$ cat config.mk
export PLATFORM = sky130hd
export DESIGN_NAME = div_ctrl
export DESIGN_NICKNAME = d
export VERILOG_FILES = /design/src/rtl/div_pkg.sv /design/src/rtl/div_step.sv /design/src/rtl/div_ctrl.sv
export SDC_FILE = /design/constraint.sdc
export NUM_CORES = 1
export LEC_CHECK = 0
export ABC_CLOCK_PERIOD_IN_PS = 13150
export CAP_MARGIN = 30
export CORE_MARGIN = 4
export CORE_UTILIZATION = 59
export DETAILED_ROUTE_END_ITERATION = 7
export PLACE_DENSITY = 0.8
export SKIP_LAST_GASP = 1
export SLEW_MARGIN = 20
export SYNTH_ARGS = -nofsm -noshare
export SYNTH_HDL_FRONTEND = slang
export SYNTH_HIERARCHICAL = 1
export SYNTH_SLANG_ARGS = --single-unit
$ cat constraint.sdc
create_clock -name clk -period 13.15 [get_ports clk]
set_input_delay 2.63 -clock clk [delete_from_list [all_inputs] [get_ports clk]]
set_output_delay 2.63 -clock clk [all_outputs]
set_load 0.1 [all_outputs]
$ cat src/rtl/div_pkg.sv
// ---------------------------------------------------------------------------
// div_pkg
// Shared definitions for the iterative divider controller.
//   - DIV_WIDTH_DEFAULT : default operand width in bits
//   - divState_e        : controller FSM state encoding
// ---------------------------------------------------------------------------
package div_pkg;

    localparam int DIV_WIDTH_DEFAULT = 32;

    // The controller walks IDLE -> (DIV_ZERO | DIV_ON) -> DIV_END -> IDLE.
    typedef enum logic [1:0] {
        IDLE     = 2'd0,
        DIV_ZERO = 2'd1,
        DIV_ON   = 2'd2,
        DIV_END  = 2'd3
    } divState_e;

endpackage

$ cat src/rtl/div_step.sv
// ---------------------------------------------------------------------------
// div_step
// One combinational restoring shift-subtract step.
//   i_rem     : current partial remainder (always < i_divisor)
//   i_bit     : next dividend bit shifted into the partial remainder
//   i_divisor : divisor magnitude
//   o_rem     : next partial remainder
//   o_qBit    : quotient bit produced by this step
// ---------------------------------------------------------------------------
module div_step #(
    parameter int WIDTH = 32
) (
    input  logic [WIDTH-1:0] i_rem,
    input  logic             i_bit,
    input  logic [WIDTH-1:0] i_divisor,
    output logic [WIDTH-1:0] o_rem,
    output logic             o_qBit
);

    logic [WIDTH:0] w_shifted;
    logic [WIDTH:0] w_diff;

    // Because i_rem < i_divisor, a non-negative difference always fits in
    // WIDTH bits, so bit WIDTH of the difference is a clean borrow flag.
    always_comb begin
        w_shifted = {i_rem, i_bit};
        w_diff    = w_shifted - {1'b0, i_divisor};
        o_qBit    = ~w_diff[WIDTH];
        o_rem     = o_qBit ? w_diff[WIDTH-1:0] : w_shifted[WIDTH-1:0];
    end

endmodule

$ cat src/rtl/div_ctrl.sv
// ---------------------------------------------------------------------------
// div_ctrl
// Multi-cycle DIV/DIVU unit for the Execute stage. One restoring step per
// cycle; the result is sign-corrected as it is written into result_o.
//   clk       : clock, all state updates on the rising edge
//   resetn    : synchronous active-low reset
//   start_i   : DIV/DIVU in Execute
//   signed_i  : 1 = DIV (two's complement), 0 = DIVU
//   opdata1_i : dividend
//   opdata2_i : divisor
//   annul_i   : pipeline flush, cancels any operation in flight
//   result_o  : {remainder (HI), quotient (LO)}, held until the next result
//   ready_o   : one-cycle pulse while result_o carries a fresh result
//   stall_o   : stall request for the F, D and E stages
// ---------------------------------------------------------------------------
module div_ctrl
    import div_pkg::*;
#(
    parameter int WIDTH = DIV_WIDTH_DEFAULT
) (
    input  logic               clk,
    input  logic               resetn,
    input  logic               start_i,
    input  logic               signed_i,
    input  logic [WIDTH-1:0]   opdata1_i,
    input  logic [WIDTH-1:0]   opdata2_i,
    input  logic               annul_i,
    output logic [2*WIDTH-1:0] result_o,
    output logic               ready_o,
    output logic               stall_o
);

    localparam int CNT_W = $clog2(WIDTH) + 1;
    localparam logic [CNT_W-1:0] LAST_STEP = CNT_W'(WIDTH - 1);
    localparam logic [CNT_W-1:0] CNT_ONE   = CNT_W'(1);

    divState_e          r_state;
    divState_e          w_nextState;
    logic [CNT_W-1:0]   r_count;
    logic [WIDTH-1:0]   r_rem;
    logic [WIDTH-1:0]   r_quot;
    logic [WIDTH-1:0]   r_divisor;
    logic               r_negDividend;
    logic               r_negDivisor;
    logic [2*WIDTH-1:0] r_result;

    logic               w_accept;
    logic               w_zeroDivisor;
    logic               w_lastStep;
    logic [WIDTH-1:0]   w_absDividend;
    logic [WIDTH-1:0]   w_absDivisor;
    logic [WIDTH-1:0]   w_stepRem;
    logic               w_stepQBit;
    logic [WIDTH-1:0]   w_quotRaw;
    logic [WIDTH-1:0]   w_finalQuot;
    logic [WIDTH-1:0]   w_finalRem;

    div_step #(.WIDTH(WIDTH)) u_step (
        .i_rem     (r_rem),
        .i_bit     (r_quot[WIDTH-1]),
        .i_divisor (r_divisor),
        .o_rem     (w_stepRem),
        .o_qBit    (w_stepQBit)
    );

    // Operand conditioning and final sign correction. r_quot doubles as the
    // dividend shift register: dividend bits leave at the top while quotient
    // bits enter at the bottom. Negation is modulo 2^WIDTH, which is what
    // makes MIN / -1 come out as MIN without any special case.
    always_comb begin
        w_accept      = start_i & ~annul_i;
        w_zeroDivisor = (opdata2_i == '0);
        w_lastStep    = (r_count == LAST_STEP);
        w_absDividend = (signed_i && opdata1_i[WIDTH-1]) ? -opdata1_i : opdata1_i;
        w_absDivisor  = (signed_i && opdata2_i[WIDTH-1]) ? -opdata2_i : opdata2_i;
        w_quotRaw     = {r_quot[WIDTH-2:0], w_stepQBit};
        w_finalQuot   = (r_negDividend ^ r_negDivisor) ? -w_quotRaw : w_quotRaw;
        w_finalRem    = r_negDividend ? -w_stepRem : w_stepRem;
    end

    // State register.
    always_ff @(posedge clk) begin
        if (!resetn) begin
            r_state <= IDLE;
        end else begin
            r_state <= w_nextState;
        end
    end

    // Next-state and handshake outputs. A flush in any busy state drops
    // straight back to IDLE; DIV_END never stalls so the pipeline moves on
    // in the same cycle the result is presented.
    always_comb begin
        w_nextState = r_state;
        stall_o     = 1'b0;
        ready_o     = 1'b0;
        case (r_state)
            IDLE: begin
                stall_o = w_accept;
                if (w_accept) begin
                    w_nextState = w_zeroDivisor ? DIV_ZERO : DIV_ON;
                end
            end
            DIV_ZERO: begin
                stall_o     = ~annul_i;
                w_nextState = annul_i ? IDLE : DIV_END;
            end
            DIV_ON: begin
                stall_o = ~annul_i;
                if (annul_i) begin
                    w_nextState = IDLE;
                end else if (w_lastStep) begin
                    w_nextState = DIV_END;
                end
            end
            DIV_END: begin
                ready_o     = 1'b1;
                w_nextState = IDLE;
            end
            default: begin
                w_nextState = IDLE;
            end
        endcase
    end

    // Datapath. Operands are captured only when IDLE accepts a start; the
    // sign flags are only ever set for signed operations. For a zero divisor
    // the raw dividend is kept so it can be returned unchanged as remainder.
    // result_o is written only on the way into DIV_END, so a flush leaves it
    // untouched.
    always_ff @(posedge clk) begin
        if (!resetn) begin
            r_count       <= '0;
            r_rem         <= '0;
            r_quot        <= '0;
            r_divisor     <= '0;
            r_negDividend <= 1'b0;
            r_negDivisor  <= 1'b0;
            r_result      <= '0;
        end else begin
            case (r_state)
                IDLE: begin
                    if (w_accept) begin
                        r_count       <= '0;
                        r_rem         <= '0;
                        r_divisor     <= w_absDivisor;
                        r_negDividend <= signed_i & opdata1_i[WIDTH-1];
                        r_negDivisor  <= signed_i & opdata2_i[WIDTH-1];
                        r_quot        <= w_zeroDivisor ? opdata1_i : w_absDividend;
                    end
                end
                DIV_ZERO: begin
                    if (!annul_i) begin
                        r_result <= {r_quot, {WIDTH{1'b1}}};
                    end
                end
                DIV_ON: begin
                    if (!annul_i) begin
                        r_rem   <= w_stepRem;
                        r_quot  <= w_quotRaw;
                        r_count <= r_count + CNT_ONE;
                        if (w_lastStep) begin
                            r_result <= {w_finalRem, w_finalQuot};
                        end
                    end
                end
                default: begin
                end
            endcase
        end
    end

    assign result_o = r_result;

endmodule

---- After elaboration in Yosys (flattened, before gate mapping) ----
Index checks and enable logic that the tools add are counted.
operators by class
  add/sub/neg operators ................... 6
  equal/unequal tests ..................... 9
  mux-type cells .......................... 27
  bitwise gates (word level) .............. 6
  reductions and logical operators ........ 11
operators by type and width
  operator                                                          count
  32-bit two-way mux                                                10
  64-bit two-way mux                                                3
  32-bit negator                                                    4
  32-bit one-hot mux with 2 select lines                            2
  64-bit one-hot mux with 2 select lines                            1
  33-bit by 32-bit subtractor with 33-bit output                    1
  32-bit logical NOT                                                1
  6-bit two-way mux                                                 2
  6-bit one-hot mux with 2 select lines                             1
  2-bit two-way mux                                                 5
  2-bit inequality test (second input constant)                     4
  2-bit one-hot mux with 4 select lines                             1
  6-bit by 1-bit adder with 6-bit output (second input constant)    1
  6-bit by 5-bit == test with 1-bit output (second input constant)  1
  2-bit == test (second input constant)                             2
  2-bit AND reduction                                               2
  4-bit AND reduction                                               1
  2-bit nonzero test                                                2
  1-bit AND                                                         3
  3-bit inequality test (second input constant)                     1
  3-bit AND reduction                                               1
  2-bit by 1-bit == test with 1-bit output (second input constant)  1
  1-bit logical AND                                                 2
  2-bit logical NOT                                                 1
  5 further kinds                                                   6
storage, ports and cells
  register bits ........................... 170
  input port bits ......................... 69
  output and inout bits ................... 66
  logic and storage cells ................. 67

---- Logic depth before layout (Yosys ltp) ----
  depth in word-level cells ............... 7
  gate-level depth with buffers ........... 22

---- By module ----
The synthesis kept the hierarchy.
modules (own cells, without submodules)
  module    instances  cells each  area an instance (sq um)
  div_ctrl  1          1,232       9,512.9
  div_step  1          305         2,358.5

---- Worst setup path before layout ----
Ideal clock, no wire load.
  path kind ............................... in2out
  start point ............................. input annul_i
  end point ............................... output stall_o
  arrival time ............................ 4,687 ps
  required time ........................... 10,520 ps
  setup slack ............................. 5,833 ps
  stages .................................. 4
  cell sequence ........................... nand2b_1 -> or2_2 -> clkbuf_1 -> a21oi_1
on the way
  word-level cells in the longest chain between the ends .. 3
ends and longest elaborated chain
  item                                       RTL line                                          source
  start: declaration                         div_ctrl.sv:27                                    input logic annul_i,
  1-bit NOT (*)                              div_ctrl.sv:71, div_ctrl.sv:105, div_ctrl.sv:109
  1-bit AND                                  div_ctrl.sv:71                                    w_accept = start_i & ~annul_i;
  1-bit one-hot mux with 2 select lines (*)  div_ctrl.sv:97                                    case (r_state)
  end: declaration                           div_ctrl.sv:30                                    output logic stall_o
Mark *: on every way between the ends. The rest lies on a longest branch, timed or not.

---- Worst setup path in the final report ----
Same ends and word-level chain as after synthesis.

==> metrics.txt <==
CTS tree=built; die area=22500 sq um; Yosys Warn Count=6; Initial Util=60.4%; worst endpoint required time=between 10000 and 15000 ps; chip width=150 um; Setup TNS=0 ps; synth top area cells=dfxtp_1, a21oi_1, xor2_1; status=finished clean; grt ovf=0; Worst-Skew Late Latency=450 ps; final WL=between 30000 and 40000 um; max-cap violations=0; Post-synth EDFFs=0; gpl congestion=0.967; power per cell area=~190 nW/um^2; Core Footprint=19700 sq um; post-synthesis compound-gate area fraction=about a quarter; Synth Flop Type=dfxtp_1; Pleak=about 5 nW; vias after detailed routing=between 10000 and 15000; initial DRC count=roughly 1100; largest family of logic cells by synthesized area=compound AO/OA/AOI/OAI gates; met3 usage=under 10%; Worst VDD drop=191 uV; GRT busiest layer=met2; ys async rst share=0%; mux share of post-synthesis cell area=4.61%; Arr. time, crit path=~5000 ps; net count after synthesis=roughly 1600; Pre-Repair DR Iteration Count=5; synth cell count leaders=dfxtp_1, a21oi_1, nand2_1, nor2_1; Final Hold Vio Count=0; Critical Path End Type=output pin; Max Slew Vio Count=0; Worst-path clk slew=~70 ps; pre-CTS setup slack=~5400 ps; NumNets Final=between 1500 and 2000; Vias per Instance=roughly 6.4; CTS Buf Count=17; sequential area share after synthesis=roughly 29%; Synth Register Bits=170; slew margin rel.=a little under a third; clk sink count=170; Post-Synth Simple-Gate Area=approximately 22%; Tot Pwr=2.57 mW; Detailed Place HPWL=26200 um; post-cts resize count=0; DRC=0; vias in the first global route=~11000; Root Driver=clkbuf_16; largest net degree at the start of global routing=79; top-count cell post-synth=dfxtp_1; FP Rows=51; Die Y=150 um; critical path peak fanout=9; Final setup viols=0; final worst-path setup slack=5410 ps; XOR/XNOR Fraction of Synth Area=under 10%; clock skew=about 10 ps; WL/cell=19.4 um; Max Freq=approximately 130 MHz; fillers=about 1700; unrepaired setup endpoints after global routing=no; Max Root-Sink Buffers=2; crit path kind=input port to output pin; Total GRT Usage=31.9%; Netlist cell types=88; Layout area overhead=15.8%; worst hold path type=flip-flop to flip-flop; global-route wire length before repair=about 58000 um; share of layout cells above drive strength 1=6.80%; Synth top area share=28.7%; ratio of final minimum period to clock period=between 50% and 60%; Startpoint Class=input port; CTS Hold Bufs=0; H-Tree Depth=4; initial antenna violation count=0; Avg Cell Area, Syn=7.72 sq um; Antenna Cells=0; met1 Use GR=between 40 and 50%; Post-Synthesis Cell Area=approximately 12000 sq um; post-route ant nets=0; min cycle time layout=just under 8000 ps; Post-Synth Adder-Cell Area=4.60%; post-synth top area cell=dfxtp_1; Least-Margin Pin Slew=~1000 ps; met2 usage=49.4%; # port buffers=134; # Post-CTS Setup Buffers=0; Synth Instances=~1500; io pins=about 140
power by group:
| part | total [mW] | switching, mW | leakage, nW | internal, mW |
|---|---|---|---|---|
| Combinational | 1.36 | 0.948 | 3.29 | 0.408 |
| Sequential | 0.690 | 0.0894 | 1.38 | 0.600 |
| Clock | 0.528 | 0.240 | 0.290 | 0.288 |
| Total | 2.57 | 1.28 | 4.96 | 1.30 |
critical path, cell delays in order:
cell	delay (ps)
clkdlybuf4s50_1	500
nand2b_1	250
or2_2	390
a21oi_1	180
clkdlybuf4s50_1	1150
cell type report:
| type | instances | area (sq um) | share of cell area [%] |
|---|---|---|---|
| inverters | 55 | 215 | 1.57 |
| well taps | 265 | 332 | 2.41 |
| multi-input cells | 1202 | 7770 | 56.5 |
| clock buffers | 17 | 425 | 3.10 |
| flip-flops and latches | 170 | 3400 | 24.8 |
| clock inverters | 15 | 186 | 1.36 |
| repair buffers | 144 | 1410 | 10.3 |
kinds of logic after synthesis:
group                      Yosys count
and+or+nand+nor                    527
AOI/OAI and AO/OA                  454
DFF                                170
buffers and inverters              165
xor gates and xnor gates           135
muxes                               43
adders and majority gates           43
worst paths after layout:
path | to | slack [ps] | cells past startpoint | startpoint
worst max-delay path | stall_o | 5410 | 5 | annul_i
worst min-delay path | result_o[33] | 450 | 2 | result_o[33]
worst max register to register | result_o[42] | 7100 | 19 | r_quot[31]
worst min register to register | result_o[33] | 450 | 2 | result_o[33]
sequential cells by signal, summed over array words and instances (netlist names):
name,count
r_negDivisor,1
result_o,64
r_negDividend,1
r_state,2
r_quot,32
r_divisor,32
r_count,6
r_rem,32
through the flow:
step                utilization (%)  cells  cell area, sq um  hold slack (ps)
global placement               66.8   1836             13100              445
global route                   69.9   1868             13700              487
floorplan                         -   1537             11900              432
detailed placement             66.8   1836             13100              448
CTS                            69.9   1868             13700              457
finish                         69.9   1868             13700              455
placed cells by master, fill, tap and decap left out, types with 23 or more instances in the layout:
cell type	count
inv_1	53
clkdlybuf4s50_1	133
o21ai_0	107
nor2_1	110
nand3_1	107
nor4_1	23
a211oi_1	30
xor2_1	69
ha_1	41
a21oi_1	155
nor3_1	35
nand2_1	146
o31ai_1	24
o211ai_1	24
xnor2_1	66
dfxtp_1	170
routing by layer:
metal | part of all wire [%] | wire length, um
met1 | 44 | 16000
met2 | 45 | 16400
met3 | 8.3 | 3030
met4 | 2.4 | 874
met5 | 0 | 0
Note: power is estimated with default switching activity, not from simulation.
